<file path="src/rtl/fifo_wr_arbiter.sv">
// Round-robin arbiter that grants the FIFO write port to one requester for a whole burst.
// Optional owner-idle timeout release is enabled by defining FIFO_WR_ARB_TIMEOUT_EN.
module fifo_wr_arbiter #(
  parameter int unsigned NUM_REQ    = 4,
  parameter int unsigned DATA_WIDTH = 32,
  parameter int unsigned BURST_MAX  = 16,
  parameter int unsigned TIMEOUT    = 8
) (
  input  logic                          clk_wr,
  input  logic                          rst_n,
  input  logic [NUM_REQ-1:0]            req_valid,
  input  logic [NUM_REQ*DATA_WIDTH-1:0] req_data,
  input  logic [NUM_REQ-1:0]            req_last,
  output logic [NUM_REQ-1:0]            req_ready,
  output logic [NUM_REQ-1:0]            gnt,
  input  logic                          full,
  output logic                          w_valid,
  output logic [DATA_WIDTH-1:0]         w_data,
  output logic                          busy
);

  localparam int unsigned IDX_W = (NUM_REQ > 1) ? $clog2(NUM_REQ) : 1;
  localparam int unsigned CNT_W = (BURST_MAX > 1) ? $clog2(BURST_MAX) : 1;

  typedef enum logic {IDLE, BURST} state_e;

  state_e             state_q, state_d;
  logic [IDX_W-1:0]   owner_q, owner_d;
  logic [IDX_W-1:0]   rr_ptr_q, rr_ptr_d;
  logic [CNT_W-1:0]   beat_cnt_q, beat_cnt_d;
  logic [NUM_REQ-1:0] gnt_q, gnt_d;

  logic               found;
  logic [IDX_W-1:0]   pick_idx;
  logic [IDX_W-1:0]   cand_idx;
  logic               owner_valid;
  logic               accept;
  logic               last_beat;
  logic               timeout_hit;
  logic [IDX_W-1:0]   owner_next;

  assign busy        = (state_q == BURST);
  assign owner_valid = req_valid[owner_q];
  assign accept      = busy && owner_valid && !full;
  assign last_beat   = req_last[owner_q] || (beat_cnt_q == CNT_W'(BURST_MAX - 1));
  assign owner_next  = (32'(owner_q) == NUM_REQ - 1) ? '0 : owner_q + IDX_W'(1);

  assign gnt       = gnt_q;
  assign req_ready = accept ? gnt_q : '0;
  assign w_valid   = busy && owner_valid;
  assign w_data    = busy ? req_data[32'(owner_q)*DATA_WIDTH +: DATA_WIDTH] : '0;

  // First valid requester at or above rr_ptr, wrapping modulo NUM_REQ.
  always_comb begin
    found    = 1'b0;
    pick_idx = '0;
    cand_idx = '0;
    for (int unsigned i = 0; i < NUM_REQ; i++) begin
      cand_idx = IDX_W'((32'(rr_ptr_q) + i) % NUM_REQ);
      if (!found && req_valid[cand_idx]) begin
        found    = 1'b1;
        pick_idx = cand_idx;
      end
    end
  end

  always_comb begin
    state_d    = state_q;
    owner_d    = owner_q;
    rr_ptr_d   = rr_ptr_q;
    beat_cnt_d = beat_cnt_q;
    gnt_d      = gnt_q;
    case (state_q)
      IDLE: begin
        if (found) begin
          state_d    = BURST;
          owner_d    = pick_idx;
          gnt_d      = NUM_REQ'(1) << pick_idx;
          beat_cnt_d = '0;
        end
      end
      BURST: begin
        if (accept) beat_cnt_d = beat_cnt_q + CNT_W'(1);
        if ((accept && last_beat) || timeout_hit) begin
          state_d    = IDLE;
          gnt_d      = '0;
          rr_ptr_d   = owner_next;
          beat_cnt_d = '0;
        end
      end
      default: state_d = IDLE;
    endcase
  end

  always_ff @(posedge clk_wr or negedge rst_n) begin
    if (!rst_n) begin
      state_q    <= IDLE;
      owner_q    <= '0;
      rr_ptr_q   <= '0;
      beat_cnt_q <= '0;
      gnt_q      <= '0;
    end else begin
      state_q    <= state_d;
      owner_q    <= owner_d;
      rr_ptr_q   <= rr_ptr_d;
      beat_cnt_q <= beat_cnt_d;
      gnt_q      <= gnt_d;
    end
  end

`ifdef FIFO_WR_ARB_TIMEOUT_EN
  localparam int unsigned TO_W = $clog2(TIMEOUT + 1);

  logic [TO_W-1:0] idle_cnt_q, idle_cnt_d;

  // Only unstalled owner-idle cycles count; the release fires on the cycle that would reach TIMEOUT.
  always_comb begin
    idle_cnt_d  = idle_cnt_q;
    timeout_hit = 1'b0;
    if (!busy || owner_valid) begin
      idle_cnt_d = '0;
    end else if (!full) begin
      if (32'(idle_cnt_q) == TIMEOUT - 1) begin
        timeout_hit = 1'b1;
        idle_cnt_d  = '0;
      end else begin
        idle_cnt_d = idle_cnt_q + TO_W'(1);
      end
    end
  end

  always_ff @(posedge clk_wr or negedge rst_n) begin
    if (!rst_n) idle_cnt_q <= '0;
    else        idle_cnt_q <= idle_cnt_d;
  end
`else
  assign timeout_hit = 1'b0;
`endif

endmodule

</file>
<file path="config.mk">
export PLATFORM = sky130hd
export DESIGN_NAME = fifo_wr_arbiter
export DESIGN_NICKNAME = d
export VERILOG_FILES = /design/src/rtl/fifo_wr_arbiter.sv
export SDC_FILE = /design/constraint.sdc
export NUM_CORES = 1
export LEC_CHECK = 0
export ABC_AREA = 0
export CORE_AREA = 2 2 70 72
export CTS_CLUSTER_SIZE = 16
export DETAILED_ROUTE_END_ITERATION = 12
export DIE_AREA = 0 0 72 74
export DONT_BUFFER_PORTS = 1
export PLACE_DENSITY = 0.65
export SLEW_MARGIN = 40
export SYNTH_ARGS = -nofsm -noshare
export SYNTH_HDL_FRONTEND = slang
export SYNTH_SLANG_ARGS = --single-unit
</file>
<file path="constraint.sdc">
create_clock -name clk_wr -period 1.84 [get_ports clk_wr]
set_input_delay 0.368 -clock clk_wr [delete_from_list [all_inputs] [get_ports clk_wr]]
set_output_delay 0.368 -clock clk_wr [all_outputs]
set_load 0.02 [all_outputs]
</file>
==> summary by stage <==
Outcome
The flow ran to the end, but the final reports show violations. The final reports fail on negative setup slack.

Drt
The final layout contains routed wiring with a total length of 6.58 mm. The first TritonRoute pass finished after 4 iterations. Detailed routing inserted a total of 1,530 vias. The detailed router finished its first iteration with 51 violations. The number of routed nets with antenna violations is 0. The DRC violation count after routing is 0. In the routed layout, each cell is associated on average with a via count of 6.71. The per-cell routed wire length is 28.8 µm.

Yosys
Of all cell types, the one taking the most synthesized area is sky130_fd_sc_hd__mux4_2. The count of state elements after synthesis is 13. The number of enable flip-flop cells after synthesis is 0. The number of nets in the synthesized netlist is 298. Of the post-synthesis cell area, the dominant cell type holds 41.0%. The count of mapped cells out of synthesis is 157. The cell with the most instances after synthesis is sky130_fd_sc_hd__and2_1. The netlist area before placement is 1810 µm². In the synthesized netlist the dominant register cell turns out to be sky130_fd_sc_hd__dfrtp_1. During synthesis, Yosys emitted a total of 0 warnings. Sorting the synthesized cells by area gives the leading types as sky130_fd_sc_hd__mux4_2, sky130_fd_sc_hd__dfrtp_1, sky130_fd_sc_hd__and2_1. Summing the sequential cell areas from Yosys gives 17.9% of the chip area. The count of distinct cell types in the synthesized netlist is 40. The average footprint of a synthesized cell is 11.6 µm². The commonest cells after synthesis are sky130_fd_sc_hd__and2_1, sky130_fd_sc_hd__mux4_2, sky130_fd_sc_hd__dfrtp_1. The post-synthesis async set-or-reset flop share is 100%.

Setup path
On the worst path, the slowest cell contributes a delay of 0.52 ns. The critical register-to-register path startpoint is owner_q[0]. The most prevalent standard cell on the critical path is sky130_fd_sc_hd__buf_12. The internal reg-to-reg setup slack is -0.05 ns. In this run the critical register-to-register path is captured at rr_ptr_q[1]. The worst register-to-register path has a depth of 5.

The slowest stage of the critical path belongs to the cell sky130_fd_sc_hd__mux4_2. Walking the worst path, the cells encountered are buf_12, buf_12, mux4_2, and2_4. The critical path is of the reg2out type.

The number of buffers and inverters on the critical path is 2. The endpoint required time on the critical path is 1.47 ns. The data arrival time at the worst-slack endpoint is 1.68 ns. The largest delay contributor family on the critical path is multiplexers. STA classifies the critical path endpoint as an output pin.

Of all nets on the critical path, the largest fanout is 10. The startpoint class of the critical path is a flop.

Clock tree
The clock tree root buffer cell is sky130_fd_sc_hd__clkbuf_8. At the later pin of the worst-skew pair, clock insertion delay measures 0.24 ns. The clock sink count is 13.

TritonCTS created 3 clock buffers. The clock tree from TritonCTS is done. No sink is reached through more buffers than the 2 on the longest clock path.

In this run the number of H-tree levels came out at 1. The clock input transition at the sequential cells of the worst setup and hold paths is 0.05 ns.

Place
In this run the cell area measured after placement is 1920 µm². The detailed placer's ending HPWL is 5.32 mm. The placed instance count is 210. The last weighted congestion value of the routability-driven placer is 0.789. The total of buffers placed on input and output ports is 0. Before CTS, the worst setup slack after placement is -0.0329 ns.

Finish
The cell area after layout is 2290 µm². 0 antenna diodes ended up in the layout. The net count of the finished layout is 316. The post-route netlist has 66.7% of its cells at a drive strength greater than 1. The number of standard cells in the layout, taps in and fillers out is 228. The post-synthesis to final-layout area growth is 26.3%.

The final standard cell utilization of the core is 49.9%. The number of inserted filler cells in the final layout is 397.

Worst hold path
The hold path startpoint is req_valid[0]. The path class of the tightest hold or removal check is in2reg. For hold timing, the worst endpoint is busy. The number of cells on the worst hold path is 3.

Timing
The ratio of final minimum period to clock period is 111%. Setup repair after global routing could not meet its margin everywhere. Timing would allow up to 489 MHz. Setup violations remaining at the end of the flow were counted as 37. The final setup skew is 0.00216 ns. The max-slew violation count is 0.

The minimum period implied by the final worst setup slack is 2.05 ns. The slew at the pin closest to its max-slew limit is 0.601 ns. The worst pin sits at a relative slew slack of 59.8%. In the post-route analysis, the smallest setup slack over all paths is -0.205 ns. The total count of hold-check failures in the final report is 0.

Die
The die outline height is 74 µm. The core region is 4600 µm². The top-level I/O count is 181. The x dimension of the die is 72 µm. The die area is 5330 µm². In this run the core area contains 25 standard-cell rows. The starting density of the core is 39.5%.

Global routing
The via count of the first global-routing pass was 1,657. The largest net degree at the start of global routing is 34. The global routing usage summed across all routing layers is 22.0%.

The global-route wire length before repair is 8.91 mm. The initial antenna violation count is 0. Summed over all layers, the global routing overflow is 0.

Pwr
The static leakage is 0.000901 µW. The worst-case IR drop observed on VDD is 0.811 mV. In this run the power density over the cells is 1890 nW/µm².

The design draws 4340 µW.

Job
The tool flagged a number of max-cap violations equal to 0.
==> sequential cells by signal, summed over array words and instances, names as in the netlist <==
register / count
beat_cnt_q: 4
busy: 1
gnt: 4
owner_q: 2
rr_ptr_q: 2
==> layer usage <==
| metal | up-vias | track usage [%] | part of all wire [%] |
|---|---|---|---|
| met1 | 750 | 21.6 | 30 |
| met2 | 106 | 44.3 | 58 |
| met5 | - | 0 | 0 |
| met4 | 0 | 6.50 | 2.4 |
| li1 | 660 | - | - |
| met3 | 14 | 6.37 | 9.7 |
==> worst max path at each step <==
stage | from | end | slack (ns) | depth (start not counted)
after floorplan | owner_q[0] | w_data[10] | 0.002 | 4
after global placement | owner_q[0] | rr_ptr_q[1] | 0.02 | 4
after detailed placement | owner_q[0] | w_data[30] | -0.03 | 3
after CTS | owner_q[0] | w_data[30] | -0.21 | 4
after global routing | owner_q[0] | w_data[30] | -0.25 | 4
final | owner_q[0] | w_data[30] | -0.21 | 4
==> metrics by stage <==
step / hold WS (ns) / TNS [ns]
after global routing: 0.487 / -8.46
after floorplan: 0.0724 / 0
final: 0.469 / -6.42
after global placement: 0.0728 / 0
after CTS: 0.473 / -6.52
after detailed placement: 0.0727 / -0.0459
==> where the power goes <==
part           total [µW]  switching (µW)  internal, µW
sequential            593             197           396
clock                 255             102           153
combinational        3490            1650          1840
==> timing repair <==
item / in CTS / in global routing
endpoints found under the setup margin: 38 / 45
gates resized for setup: 81 / 8
hold endpoints to repair: 13 / 0
pin swaps: 1 / 2
setup buffers: 8 / 3
cloned: 2 / 1
hold buffers: 1 / 0
==> placed cells by master, fill, tap and decap left out, drive strengths merged, types with 2 or more instances in the layout <==
| cell type | netlist | routed |
|---|---|---|
| nand2b | 2 | 2 |
| inv | 5 | 5 |
| nand2 | 8 | 8 |
| mux4 | 33 | 33 |
| or2 | 2 | 2 |
| mux2i | 2 | 2 |
| ha | 2 | 2 |
| o21ai | 4 | 4 |
| a211oi | 2 | 2 |
| o41ai | 2 | 2 |
| a31o | 2 | 2 |
| o22ai | 2 | 2 |
| nand3 | 4 | 4 |
| clkbuf | 7 | 5 |
| dfrtp | 13 | 13 |
| a21oi | 4 | 4 |
| buf | 6 | 24 |
| nor2 | 4 | 4 |
| a32o | 4 | 4 |
| and2 | 36 | 36 |
==> area by class of cell <==
type / instances / area [µm²] / area share, %
multi-input cells: 126 / 1540 / 67.2
flip-flops and latches: 13 / 328 / 14.3
repair buffers: 26 / 293 / 12.8
well taps: 54 / 67.6 / 2.95
clock buffers: 4 / 45.0 / 1.97
inverters: 5 / 18.8 / 0.819
==> worst min-delay path, stage by stage <==
cell and delay (ns):
sky130_fd_sc_hd__nor4_1 0.03, sky130_fd_sc_hd__buf_4 0.14, sky130_fd_sc_hd__a21oi_1 0.14
==> logic make-up (layout without fill, tap and decap cells) <==
group | count (synthesis) | count (layout) | share of synthesized area [%]
DFF | 13 | 13 | 17.9
muxes | 36 | 36 | 42.7
AOI/OAI and AO/OA | 26 | 26 | 13.2
and+or+nand+nor | 62 | 62 | 19.9
adders and majority gates | 2 | 2 | 1.38
buffers and inverters | 18 | 35 | 4.90
No activity file was read; power rests on OpenSTA's default activity.
